--- config.mk ---
export PLATFORM = sky130hd
export DESIGN_NAME = beep_sched_flat
export DESIGN_NICKNAME = d
export VERILOG_FILES = /design/src/rtl/beep_pkg.sv /design/src/rtl/beep_sched_if.sv /design/src/rtl/beep_tone_gen.sv /design/src/rtl/beep_sched.sv /design/src/flat_wrapper.sv
export SDC_FILE = /design/constraint.sdc
export NUM_CORES = 1
export LEC_CHECK = 0
export CORE_MARGIN = 10
export CORE_UTILIZATION = 60
export CTS_CLUSTER_DIAMETER = 40
export DETAILED_ROUTE_END_ITERATION = 16
export PLACE_DENSITY = 0.89
export REMOVE_ABC_BUFFERS = 1
export SLEW_MARGIN = 20
export SYNTH_ARGS = -nofsm -noshare
export SYNTH_HDL_FRONTEND = slang
export SYNTH_SLANG_ARGS = --single-unit
--- constraint.sdc ---
create_clock -name clk -period 5.7 [get_ports clk]
set_input_delay 1.425 -clock clk [delete_from_list [all_inputs] [get_ports clk]]
set_output_delay 1.425 -clock clk [all_outputs]
set_load 0.02 [all_outputs]
--- src/rtl/beep_pkg.sv ---
// beep_pkg: shared types, constants and helpers for the beep scheduler
//   state_e     scheduler FSM states
//   IDLE_OWNER  owner code reported while no note is active
//   TONE_*      named tone presets (15-bit counter start values)
package beep_pkg;
    typedef enum logic [1:0] {IDLE, PLAY, GAP} state_e;
    localparam logic [1:0] IDLE_OWNER = 2'd3;
    localparam int TONE_W = 15;
    localparam logic [TONE_W-1:0] TONE_REST = 15'h0000;
    localparam logic [TONE_W-1:0] TONE_M3 = 15'h625F;
    localparam logic [TONE_W-1:0] TONE_M5 = 15'h6715;
    localparam logic [TONE_W-1:0] TONE_H1 = 15'h6D55;
    // Lowest set index wins; IDLE_OWNER when nothing requests.
    function automatic logic [1:0] pick(input logic [2:0] r);
        return r[0] ? 2'd0 : r[1] ? 2'd1 : r[2] ? 2'd2 : IDLE_OWNER;
    endfunction
    function automatic logic [2:0] onehot(input logic [1:0] i);
        return 3'b001 << i;
    endfunction
endpackage

--- src/rtl/beep_sched_if.sv ---
// beep_sched_if: requester-side bus of the beep scheduler
//   req            3   level requests, bit 0 highest priority
//   tone0..tone2   15  tone preset per requester (0 = rest)
//   len0..len2     8   note length in beats per requester
//   gnt, done      3   one-hot single-cycle grant / completion pulses
//   busy           1   note playing or in inter-note gap
//   owner          2   current owner index, 3 when idle
interface beep_sched_if;
    import beep_pkg::*;
    logic [2:0] req;
    logic [TONE_W-1:0] tone0, tone1, tone2;
    logic [7:0] len0, len1, len2;
    logic [2:0] gnt, done;
    logic busy;
    logic [1:0] owner;
    modport master(output req, tone0, tone1, tone2, len0, len1, len2, input gnt, done, busy, owner);
    modport slave(input req, tone0, tone1, tone2, len0, len1, len2, output gnt, done, busy, owner);
endinterface

--- src/rtl/beep_tone_gen.sv ---
// beep_tone_gen: prescaled preset counter that toggles the buzzer on each wrap
//   clk, rst_n  clock, asynchronous active-low reset
//   load_i      grant pulse: latch preset_i, restart prescaler, beep low
//   play_i      note active next cycle; low clears everything
//   preset_i    tone preset, 0 = rest (never toggles)
//   beep_o      buzzer drive, period CLK_DIV*2*(32768-preset) clk
module beep_tone_gen import beep_pkg::*; #(
    parameter int CLK_DIV = 10
) (
    input  logic              clk,
    input  logic              rst_n,
    input  logic              load_i,
    input  logic              play_i,
    input  logic [TONE_W-1:0] preset_i,
    output logic              beep_o
);
    localparam int DW = $clog2(CLK_DIV + 1);
    localparam logic [DW-1:0] DIV_LAST = DW'(CLK_DIV - 1);
    logic [DW-1:0] div_q, div_d;
    logic [TONE_W-1:0] cnt_q, cnt_d, preset_q, preset_d;
    logic beep_q, beep_d, tick, wrap;
    always_comb begin
        tick = div_q == DIV_LAST;
        wrap = cnt_q == '1;
        div_d = (!play_i || load_i || tick) ? '0 : div_q + DW'(1);
        preset_d = load_i ? preset_i : play_i ? preset_q : '0;
        cnt_d = load_i ? preset_i : !play_i ? '0 : !tick ? cnt_q : wrap ? preset_q : cnt_q + TONE_W'(1);
        beep_d = (load_i || !play_i) ? 1'b0 : (tick && wrap && preset_q != '0) ? ~beep_q : beep_q;
    end
    always_ff @(posedge clk or negedge rst_n) begin
        if (!rst_n) begin
            div_q <= '0;
            cnt_q <= '0;
            preset_q <= '0;
            beep_q <= 1'b0;
        end else begin
            div_q <= div_d;
            cnt_q <= cnt_d;
            preset_q <= preset_d;
            beep_q <= beep_d;
        end
    end
    assign beep_o = beep_q;
endmodule

--- src/rtl/beep_sched.sv ---
// beep_sched: fixed-priority buzzer note scheduler (IDLE -> PLAY -> GAP)
//   clk, rst_n  clock, asynchronous active-low reset
//   bus         beep_sched_if.slave: req/tone/len in, gnt/done/busy/owner out
//   beep_out_o  buzzer drive
// Define BEEP_SCHED_PREEMPT_EN to let a higher-priority request abort a
// playing note (no done, no gap, immediate regrant).
module beep_sched import beep_pkg::*; #(
    parameter int CLK_DIV  = 10,
    parameter int BEAT_DIV = 10_000_000,
    parameter int GAP_CYC  = 1_000_000
) (
    input  logic         clk,
    input  logic         rst_n,
    beep_sched_if.slave  bus,
    output logic         beep_out_o
);
    localparam int BW = $clog2(BEAT_DIV + 1);
    localparam int GW = $clog2(GAP_CYC + 1);
    localparam logic [BW-1:0] BEAT_LAST = BW'(BEAT_DIV - 1);
    localparam logic [GW-1:0] GAP_LAST = GW'(GAP_CYC - 1);
    state_e state_q, state_d;
    logic [1:0] owner_q, owner_d, win;
    logic [7:0] len_q, len_d, beats_q, beats_d;
    logic [BW-1:0] beat_q, beat_d;
    logic [GW-1:0] gap_q, gap_d;
    logic [2:0] gnt_q, gnt_d, done_q, done_d;
    logic [TONE_W-1:0] preset;
    logic load, preempt, last;
    always_comb begin
        win = pick(bus.req);
`ifdef BEEP_SCHED_PREEMPT_EN
        preempt = state_q == PLAY && win < owner_q;
`else
        preempt = 1'b0;
`endif
        load = (state_q == IDLE && win != IDLE_OWNER) || preempt;
        // Last PLAY cycle: final cycle of the final beat, or immediately for len 0.
        last = len_q == 8'd0 || (beat_q == BEAT_LAST && beats_q == len_q - 8'd1);
        preset = win == 2'd0 ? bus.tone0 : win == 2'd1 ? bus.tone1 : bus.tone2;
        state_d = state_q;
        owner_d = owner_q;
        len_d = len_q;
        beat_d = beat_q;
        beats_d = beats_q;
        gap_d = gap_q;
        gnt_d = '0;
        done_d = '0;
        if (load) begin
            state_d = PLAY;
            owner_d = win;
            len_d = win == 2'd0 ? bus.len0 : win == 2'd1 ? bus.len1 : bus.len2;
            beat_d = '0;
            beats_d = '0;
            gnt_d = onehot(win);
        end else if (state_q == PLAY && last) begin
            done_d = onehot(owner_q);
            state_d = len_q == 8'd0 ? IDLE : GAP;
            owner_d = len_q == 8'd0 ? IDLE_OWNER : owner_q;
        end else if (state_q == PLAY) begin
            beat_d = beat_q == BEAT_LAST ? '0 : beat_q + BW'(1);
            beats_d = beat_q == BEAT_LAST ? beats_q + 8'd1 : beats_q;
        end else if (state_q == GAP) begin
            state_d = gap_q == GAP_LAST ? IDLE : GAP;
            owner_d = gap_q == GAP_LAST ? IDLE_OWNER : owner_q;
            gap_d = gap_q == GAP_LAST ? '0 : gap_q + GW'(1);
        end
    end
    always_ff @(posedge clk or negedge rst_n) begin
        if (!rst_n) begin
            state_q <= IDLE;
            owner_q <= IDLE_OWNER;
            len_q <= '0;
            beat_q <= '0;
            beats_q <= '0;
            gap_q <= '0;
            gnt_q <= '0;
            done_q <= '0;
        end else begin
            state_q <= state_d;
            owner_q <= owner_d;
            len_q <= len_d;
            beat_q <= beat_d;
            beats_q <= beats_d;
            gap_q <= gap_d;
            gnt_q <= gnt_d;
            done_q <= done_d;
        end
    end
    // Driven from next state so the buzzer drops on the very edge PLAY is left.
    beep_tone_gen #(.CLK_DIV(CLK_DIV)) u_tone (
        .clk      (clk),
        .rst_n    (rst_n),
        .load_i   (load),
        .play_i   (state_d == PLAY),
        .preset_i (preset),
        .beep_o   (beep_out_o)
    );
    assign bus.gnt = gnt_q;
    assign bus.done = done_q;
    assign bus.busy = state_q != IDLE;
    assign bus.owner = owner_q;
endmodule

--- src/flat_wrapper.sv ---
// flat-port wrapper written by rule: the top's interface ports become plain ports
module beep_sched_flat import beep_pkg::*;
#(
    parameter int CLK_DIV  = 10,
    parameter int BEAT_DIV = 10_000_000,
    parameter int GAP_CYC  = 1_000_000
)
  (clk, rst_n, beep_out_o, bus_req, bus_tone0, bus_tone1, bus_tone2, bus_len0, bus_len1, bus_len2, bus_gnt, bus_done, bus_busy, bus_owner);
  beep_sched_if bus_i ();
  input  logic clk;
  input  logic rst_n;
  output logic beep_out_o;
  input wire logic [$bits(bus_i.req)-1:0] bus_req;
  input wire logic [$bits(bus_i.tone0)-1:0] bus_tone0;
  input wire logic [$bits(bus_i.tone1)-1:0] bus_tone1;
  input wire logic [$bits(bus_i.tone2)-1:0] bus_tone2;
  input wire logic [$bits(bus_i.len0)-1:0] bus_len0;
  input wire logic [$bits(bus_i.len1)-1:0] bus_len1;
  input wire logic [$bits(bus_i.len2)-1:0] bus_len2;
  output wire logic [$bits(bus_i.gnt)-1:0] bus_gnt;
  output wire logic [$bits(bus_i.done)-1:0] bus_done;
  output wire logic [$bits(bus_i.busy)-1:0] bus_busy;
  output wire logic [$bits(bus_i.owner)-1:0] bus_owner;
  assign bus_i.req = bus_req;
  assign bus_i.tone0 = bus_tone0;
  assign bus_i.tone1 = bus_tone1;
  assign bus_i.tone2 = bus_tone2;
  assign bus_i.len0 = bus_len0;
  assign bus_i.len1 = bus_len1;
  assign bus_i.len2 = bus_len2;
  assign bus_gnt = bus_i.gnt;
  assign bus_done = bus_i.done;
  assign bus_busy = bus_i.busy;
  assign bus_owner = bus_i.owner;
  beep_sched #(.CLK_DIV(CLK_DIV), .BEAT_DIV(BEAT_DIV), .GAP_CYC(GAP_CYC)) u_core (.clk(clk), .rst_n(rst_n), .bus(bus_i), .beep_out_o(beep_out_o));
endmodule
==> metrics.cfg, run 1 <==
[timing]
worstMarginPinSlew_ps=1090
fmax_ghz=0.271
fin_worst_skew_ps=10.6
setup_tns_ps=0
maxSlewViolCount=0
setup_viol=0
relSlewSlack_pct=26.8
whs_ps=509
rsz0062_at_grt=no
timing.final.crit_share_pct=64.7
hold_viol_final=0
period_needed_ps=3690

[finish]
diodes=0
drive_above_1_share_pct=4.94
area_growth_pct=19.1
layout.nets=847

[cts]
clockBufferDepth=2
post_cts_buffers=0
ctsHoldBuffers=0
h-tree-depth=3
clk_pin_slew_ps=100
cts_made_buffers=9
cts-root-buf=clkbuf_8
cts_tree=done
cts.sinks=105
clk_latency_ps=380
cts_resized=0

[synth]
ys_async_sr_fraction_pct=100
synth_edf_count=0
ys.flop_type=dfrtp_1
synth_top_area_share_pct=43.0
synth_common_cells=nand2_1, dfrtp_1, o21ai_0, nor2_1, nand3_1
synth_cell_types=57
syn_area_sq_mm=0.00600
synth_area_leaders=dfrtp_1, nand2_1, o21ai_0, mux2i_1, nor2_1
yosysTopAreaCell=dfrtp_1
synth.most_common_cell=nand2_1
synth_area_per_cell_sq_um=8.60
ys_ff_latch=105
synthCells=697
ys_warn_count=0
yosysSeqAreaShare_pct=43.9

[placement]
port_buffers=83
gp_congestion=0.941
place_hpwl_mm=11.4

[global_route]
grt_max_degree=72
grt_pass1_wl_mm=26.3
first_global_vias=5627
overflow=0
grt_usage_pct=21.9
antenna_found_initial=0

[outcome]
status=completed

[drt]
drt_iter0_drc=495
first_pass_iters=5
via_count=5551
ant_nets=0
drc=0
wire_per_inst_um=17.4
viasPerCell=6.15
wirelength_mm=15.7

[min_path]
holdPathEnd=u_core.gap_q[12]
min_delay_path_depth=1
worstHoldPathType=reg -> reg
min-delay-start=u_core.gap_q[12]

[critical_path]
rr_startpoint=u_core.beat_q[0]
timing.reg2reg.setup_slack_ps=2010
r2r-end=u_core.u_tone.cnt_q[14]
crit_path_end_kind=flip-flop
cp_max_fo=15
path_class=reg -> reg
startpoint_type=flip-flop
required_ps=5970
worst_r2r_path_depth=9
worst-endpoint-arrival_ps=3960

[floorplan]
start_util_pct=61.4
fp.coreArea_sq_mm=0.00977
fp.dieArea_sq_mm=0.0144
rows=36
die_w_um=120
io_pins=84
die_h_um=120

[job]
maxCapViolations=0

[power]
p_leak_nw=3.08
pwr_density_cell_mw_per_mm2=346
vdd_drop_max_mv=0.239

[power breakdown]
group / internal (W) / switching, W / leakage, nW
clock network: 0.000295 / 0.000269 / 0.121
logic: 0.000354 / 0.000441 / 1.57
registers: 0.000914 / 0.000196 / 1.39
total: 0.00156 / 0.000906 / 3.08
[cells in the final DEF, fill, tap and decap left out, types with 18 or more instances in the layout]
| master | Yosys | final |
|---|---|---|
| o21ai_0 | 68 | 67 |
| nand2_1 | 114 | 114 |
| a21oi_1 | 29 | 29 |
| mux2i_1 | 26 | 26 |
| xnor2_1 | 18 | 18 |
| nand3_1 | 31 | 31 |
| nor2_1 | 58 | 57 |
| dfrtp_1 | 103 | 103 |
| nor3_1 | 27 | 27 |
| clkdlybuf4s50_1 | 0 | 82 |
[routing by layer]
layer	vias up	GRT usage (%)	part of all wire (%)
li1	2618	-	-
met1	2654	25.2	40
met2	235	37.8	51
met3	44	5.16	6.5
met4	0	10.0	2.6
met5	-	0	0
[logic make-up (layout without fill, tap and decap cells)]
| family | count (synthesis) | after routing | share of synthesized area (%) |
|---|---|---|---|
| buffers and inverters | 49 | 122 | 3.40 |
| xor gates and xnor gates | 33 | 33 | 4.82 |
| adders and majority gates | 8 | 8 | 1.67 |
| muxes | 27 | 27 | 4.53 |
| AOI/OAI and AO/OA | 159 | 159 | 16.0 |
| and+or+nand+nor | 316 | 316 | 25.7 |
| DFF | 105 | 105 | 43.9 |
[worst max-delay path by stage]
stage	startpoint	to	slack (ps)	depth (start not counted)
after floorplan	u_core.len_q[3]	u_core.u_tone.cnt_q[0]	2310	7
after global placement	bus_req[0]	u_core.beats_q[5]	2000	7
after detailed placement	bus_req[0]	u_core.beats_q[6]	1860	7
after CTS	u_core.beat_q[0]	u_core.u_tone.cnt_q[14]	2110	9
after global routing	u_core.beat_q[0]	u_core.u_tone.cnt_q[3]	1800	9
final	u_core.beat_q[0]	u_core.u_tone.cnt_q[14]	2010	9
[registers in the layout, summed over array words and instances (netlist names)]
signal / count
u_core.beat_q: 24
u_core.gap_q: 20
u_core.u_tone.cnt_q: 15
u_core.u_tone.preset_q: 15
u_core.beats_q: 8
u_core.len_q: 8
u_core.u_tone.div_q: 4
u_core.bus.done: 3
u_core.bus.gnt: 3
u_core.bus.owner: 2
u_core.state_q: 2
u_core.u_tone.beep_o: 1
[worst max-delay path, stage by stage, from the launching register on]
cell	delay, ps
dfrtp_1	420
ha_1	220
nand3_1	170
or3_1	480
nor4_1	480
nand4_1	280
o21ai_1	910
buf_4	360
nor2_1	70
o22a_1	170
[final cells by class]
class                           instances  area [sq um]
Clock buffer                           10           128
Sequential cell                       105          2630
Multi-Input combinational cell        543          3170
Fill cell                             733          2630
Tap cell                              133           166
Timing Repair Buffer                   90           881
Inverter                               16          60.1
Clock inverter                          6           113
[stage by stage]
| step | instance area (sq um) | setup slack, ps | utilization (%) | cells | power [W] |
|---|---|---|---|---|---|
| floorplan | 5850 | 2310 | - | 664 | 0.00160 |
| global placement | 6900 | 2000 | 70.6 | 887 | 0.00185 |
| detailed placement | 6900 | 1860 | 70.6 | 887 | 0.00190 |
| CTS | 7140 | 2110 | 73.1 | 903 | 0.00246 |
| global route | 7140 | 1800 | 73.1 | 903 | 0.00262 |
| finish | 7140 | 2010 | 73.1 | 903 | 0.00247 |
(Power assumes the default switching activity.)
==> run 2, diff against run 1 <==
Settings changed: CORE_UTILIZATION 60 to 50, PLACE_DENSITY 0.89 to 0.8.
Clock period 5.7 ns to 3 ns, I/O delays scaled along.
==> metrics.cfg, run 2 (same netlist as run 1, synthesis figures left out) <==
[cts]
h-tree-depth=3  ; unchanged
clockBufferDepth=2  ; unchanged
cts-root-buf=clkbuf_16  ; was clkbuf_8
cts.sinks=105  ; unchanged
clk_latency_ps=360  ; was 380 ps
ctsHoldBuffers=0  ; unchanged
clk_pin_slew_ps=70  ; was 100 ps
cts_made_buffers=9  ; unchanged
cts_tree=done  ; unchanged

[floorplan]
die_w_um=130  ; was 120 um
rows=39  ; was 36
start_util_pct=51.9  ; was 61.4%
io_pins=84  ; unchanged
die_h_um=130  ; was 120 um
fp.coreArea_sq_mm=0.0116  ; was 0.00977 sq mm
fp.dieArea_sq_mm=0.0168  ; was 0.0144 sq mm

[global_route]
antenna_found_initial=0  ; unchanged
first_global_vias=5616  ; was 5627
grt_pass1_wl_mm=26.9  ; was 26.3 mm
grt_usage_pct=19.8  ; was 21.9%
overflow=0  ; unchanged
grt_max_degree=47  ; was 72

[finish]
layout.nets=867  ; was 847
area_growth_pct=23.0  ; was 19.1%
fillers=940  ; was 733
final_cells=933  ; was 903
layout_common_cells=nand2_1, dfrtp_1, clkdlybuf4s50_1  ; unchanged
diodes=0  ; unchanged
mostFrequentLayoutCell=nand2_1  ; unchanged
utilization_pct=63.8  ; was 73.1%
largest_register_ffs=24  ; unchanged
drive_above_1_share_pct=7.34  ; was 4.94%
largestRegisters=u_core.beat_q: 24 flops, u_core.gap_q: 20 flops  ; unchanged
regMostFlops=u_core.beat_q  ; unchanged

[timing]
maxSlewViolCount=0  ; unchanged
fmax_ghz=0.352  ; was 0.271 GHz
setup_viol=0  ; unchanged
setup_tns_ps=0  ; unchanged
period_needed_ps=2840  ; was 3690 ps
fin_worst_skew_ps=8.96  ; was 10.6 ps
rsz0062_at_grt=no  ; unchanged
hold_viol_final=0  ; unchanged
timing.final.crit_share_pct=94.7  ; was 64.7%
relSlewSlack_pct=48.3  ; was 26.8%
worstMarginPinSlew_ps=772  ; was 1090 ps

[critical_path]
startpoint_type=flip-flop  ; unchanged
cpMaxStageDelayCell=or4_1  ; was o21ai_1
max_stage_delay_ps=540  ; was 910 ps
critPathBufInv=0  ; was 1
timing.critical_path.mode_cell=or4_1
crit_path_start=u_core.beat_q[16]  ; was u_core.beat_q[0]
cp_top_family=simple AND/OR/NAND/NOR gates  ; unchanged
crit_chain=or4_1 -> or4_1 -> or3_1 -> nand2_4 -> nand3_2 -> nor4_1 -> mux2i_1  ; was ha_1 -> nand3_1 -> or3_1 -> nor4_1 -> nand4_1 -> o21ai_1 -> buf_4 -> nor2_1 -> o22a_1
worst-endpoint-arrival_ps=3120  ; was 3960 ps
cp_max_fo=7  ; was 15
crit_path_end_kind=flip-flop  ; unchanged
required_ps=3280  ; was 5970 ps
rr_startpoint=u_core.beat_q[16]  ; was u_core.beat_q[0]
path_class=reg -> reg  ; unchanged

[outcome]
status=completed  ; unchanged

[placement]
placed_cells=917  ; was 887
port_buffers=83  ; unchanged
gp_congestion=0.939  ; was 0.941
place_hpwl_mm=12.0  ; was 11.4 mm

[drt]
first_pass_iters=5  ; unchanged
wirelength_mm=16.2  ; was 15.7 mm
drt_iter0_drc=598  ; was 495
via_count=5543  ; was 5551
wire_per_inst_um=17.4  ; about the same
drc=0  ; unchanged
ant_nets=0  ; unchanged
viasPerCell=5.94  ; was 6.15

[min_path]
worstHoldPathType=in -> async  ; was reg -> reg

[job]
maxCapViolations=0  ; unchanged

[power]
vdd_drop_max_mv=0.433  ; was 0.239 mV
p_leak_nw=3.21  ; was 3.08 nW
p_total_w=0.00483  ; was 0.00247 W
pwr_density_cell_mw_per_mm2=654  ; was 346 mW/mm^2

-- run 2: cell count changes in the layout (fill, tap and decap cells not counted), sizes merged --
cell / delta
inv: -1
clkinv: +2
buf: +20
clkbuf: +2
bufinv: -3
-- run 2: routing by layer --
metal  up-vias  part of all wire, %  wire length [um]  track usage [%]
met4         0                  2.2               358             8.07
met3        32                  5.5               896             4.98
li1       2678                    -                 -                -
met1      2654                   41              6710             22.9
met5         -                    0                 0                0
met2       179                   51              8240             34.5
-- run 2: stage by stage --
| stage | hold WS [ps] | setup slack [ps] | cell area, sq um |
|---|---|---|---|
| after global routing | 415 | 0.544 | 7380 |
| final | 380 | 160 | 7380 |
| after global placement | 475 | 253 | 7090 |
| after CTS | 398 | 134 | 7360 |
| after detailed placement | 486 | 172 | 7090 |
| after floorplan | 454 | -394 | 5850 |
-- run 2: worst register-to-register path: stages (launching register included) --
cell     delay (ps)
dfrtp_1         430
or4_1           500
or4_1           540
or3_1           410
nand2_4         100
nand3_2         140
nor4_1          410
mux2i_1         230
-- run 2: path summary, 6_finish.rpt --
kind | to | slack, ps | cells past startpoint
hold reg to reg | u_core.u_tone.div_q[0] | 490 | 1
max in group asynchronous | u_core.bus.owner[0] | 1890 | 2
hold / removal | u_core.bus.done[0] | 380 | 1
setup / recovery | u_core.beats_q[6] | 160 | 7
min in group clk | u_core.u_tone.div_q[0] | 490 | 1
setup reg to reg | u_core.beats_q[6] | 160 | 7
-- run 2: power breakdown --
group | internal (W) | switching, W
Combinational | 0.000732 | 0.000885
Sequential | 0.00174 | 0.000358
Clock | 0.000588 | 0.000524
-- run 2: area by class of cell --
cell class                 instances  area, sq um  area share [%]
clock buffer                      12          246            3.34
inverter                          16         60.1           0.814
timing repair buffer             110         1060            14.3
clock inverter                     4         27.5           0.373
sequential                       105         2630            35.7
multi-input combinational        543         3180            43.1
tap                              143          179            2.43
-- run 2: repair_timing --
action | in CTS | in global routing
endpoints found under the setup margin | 0 | 5
endpoints found under the hold margin | 0 | 0
resized for setup | 0 | 2
buffers inserted | 0 | 0
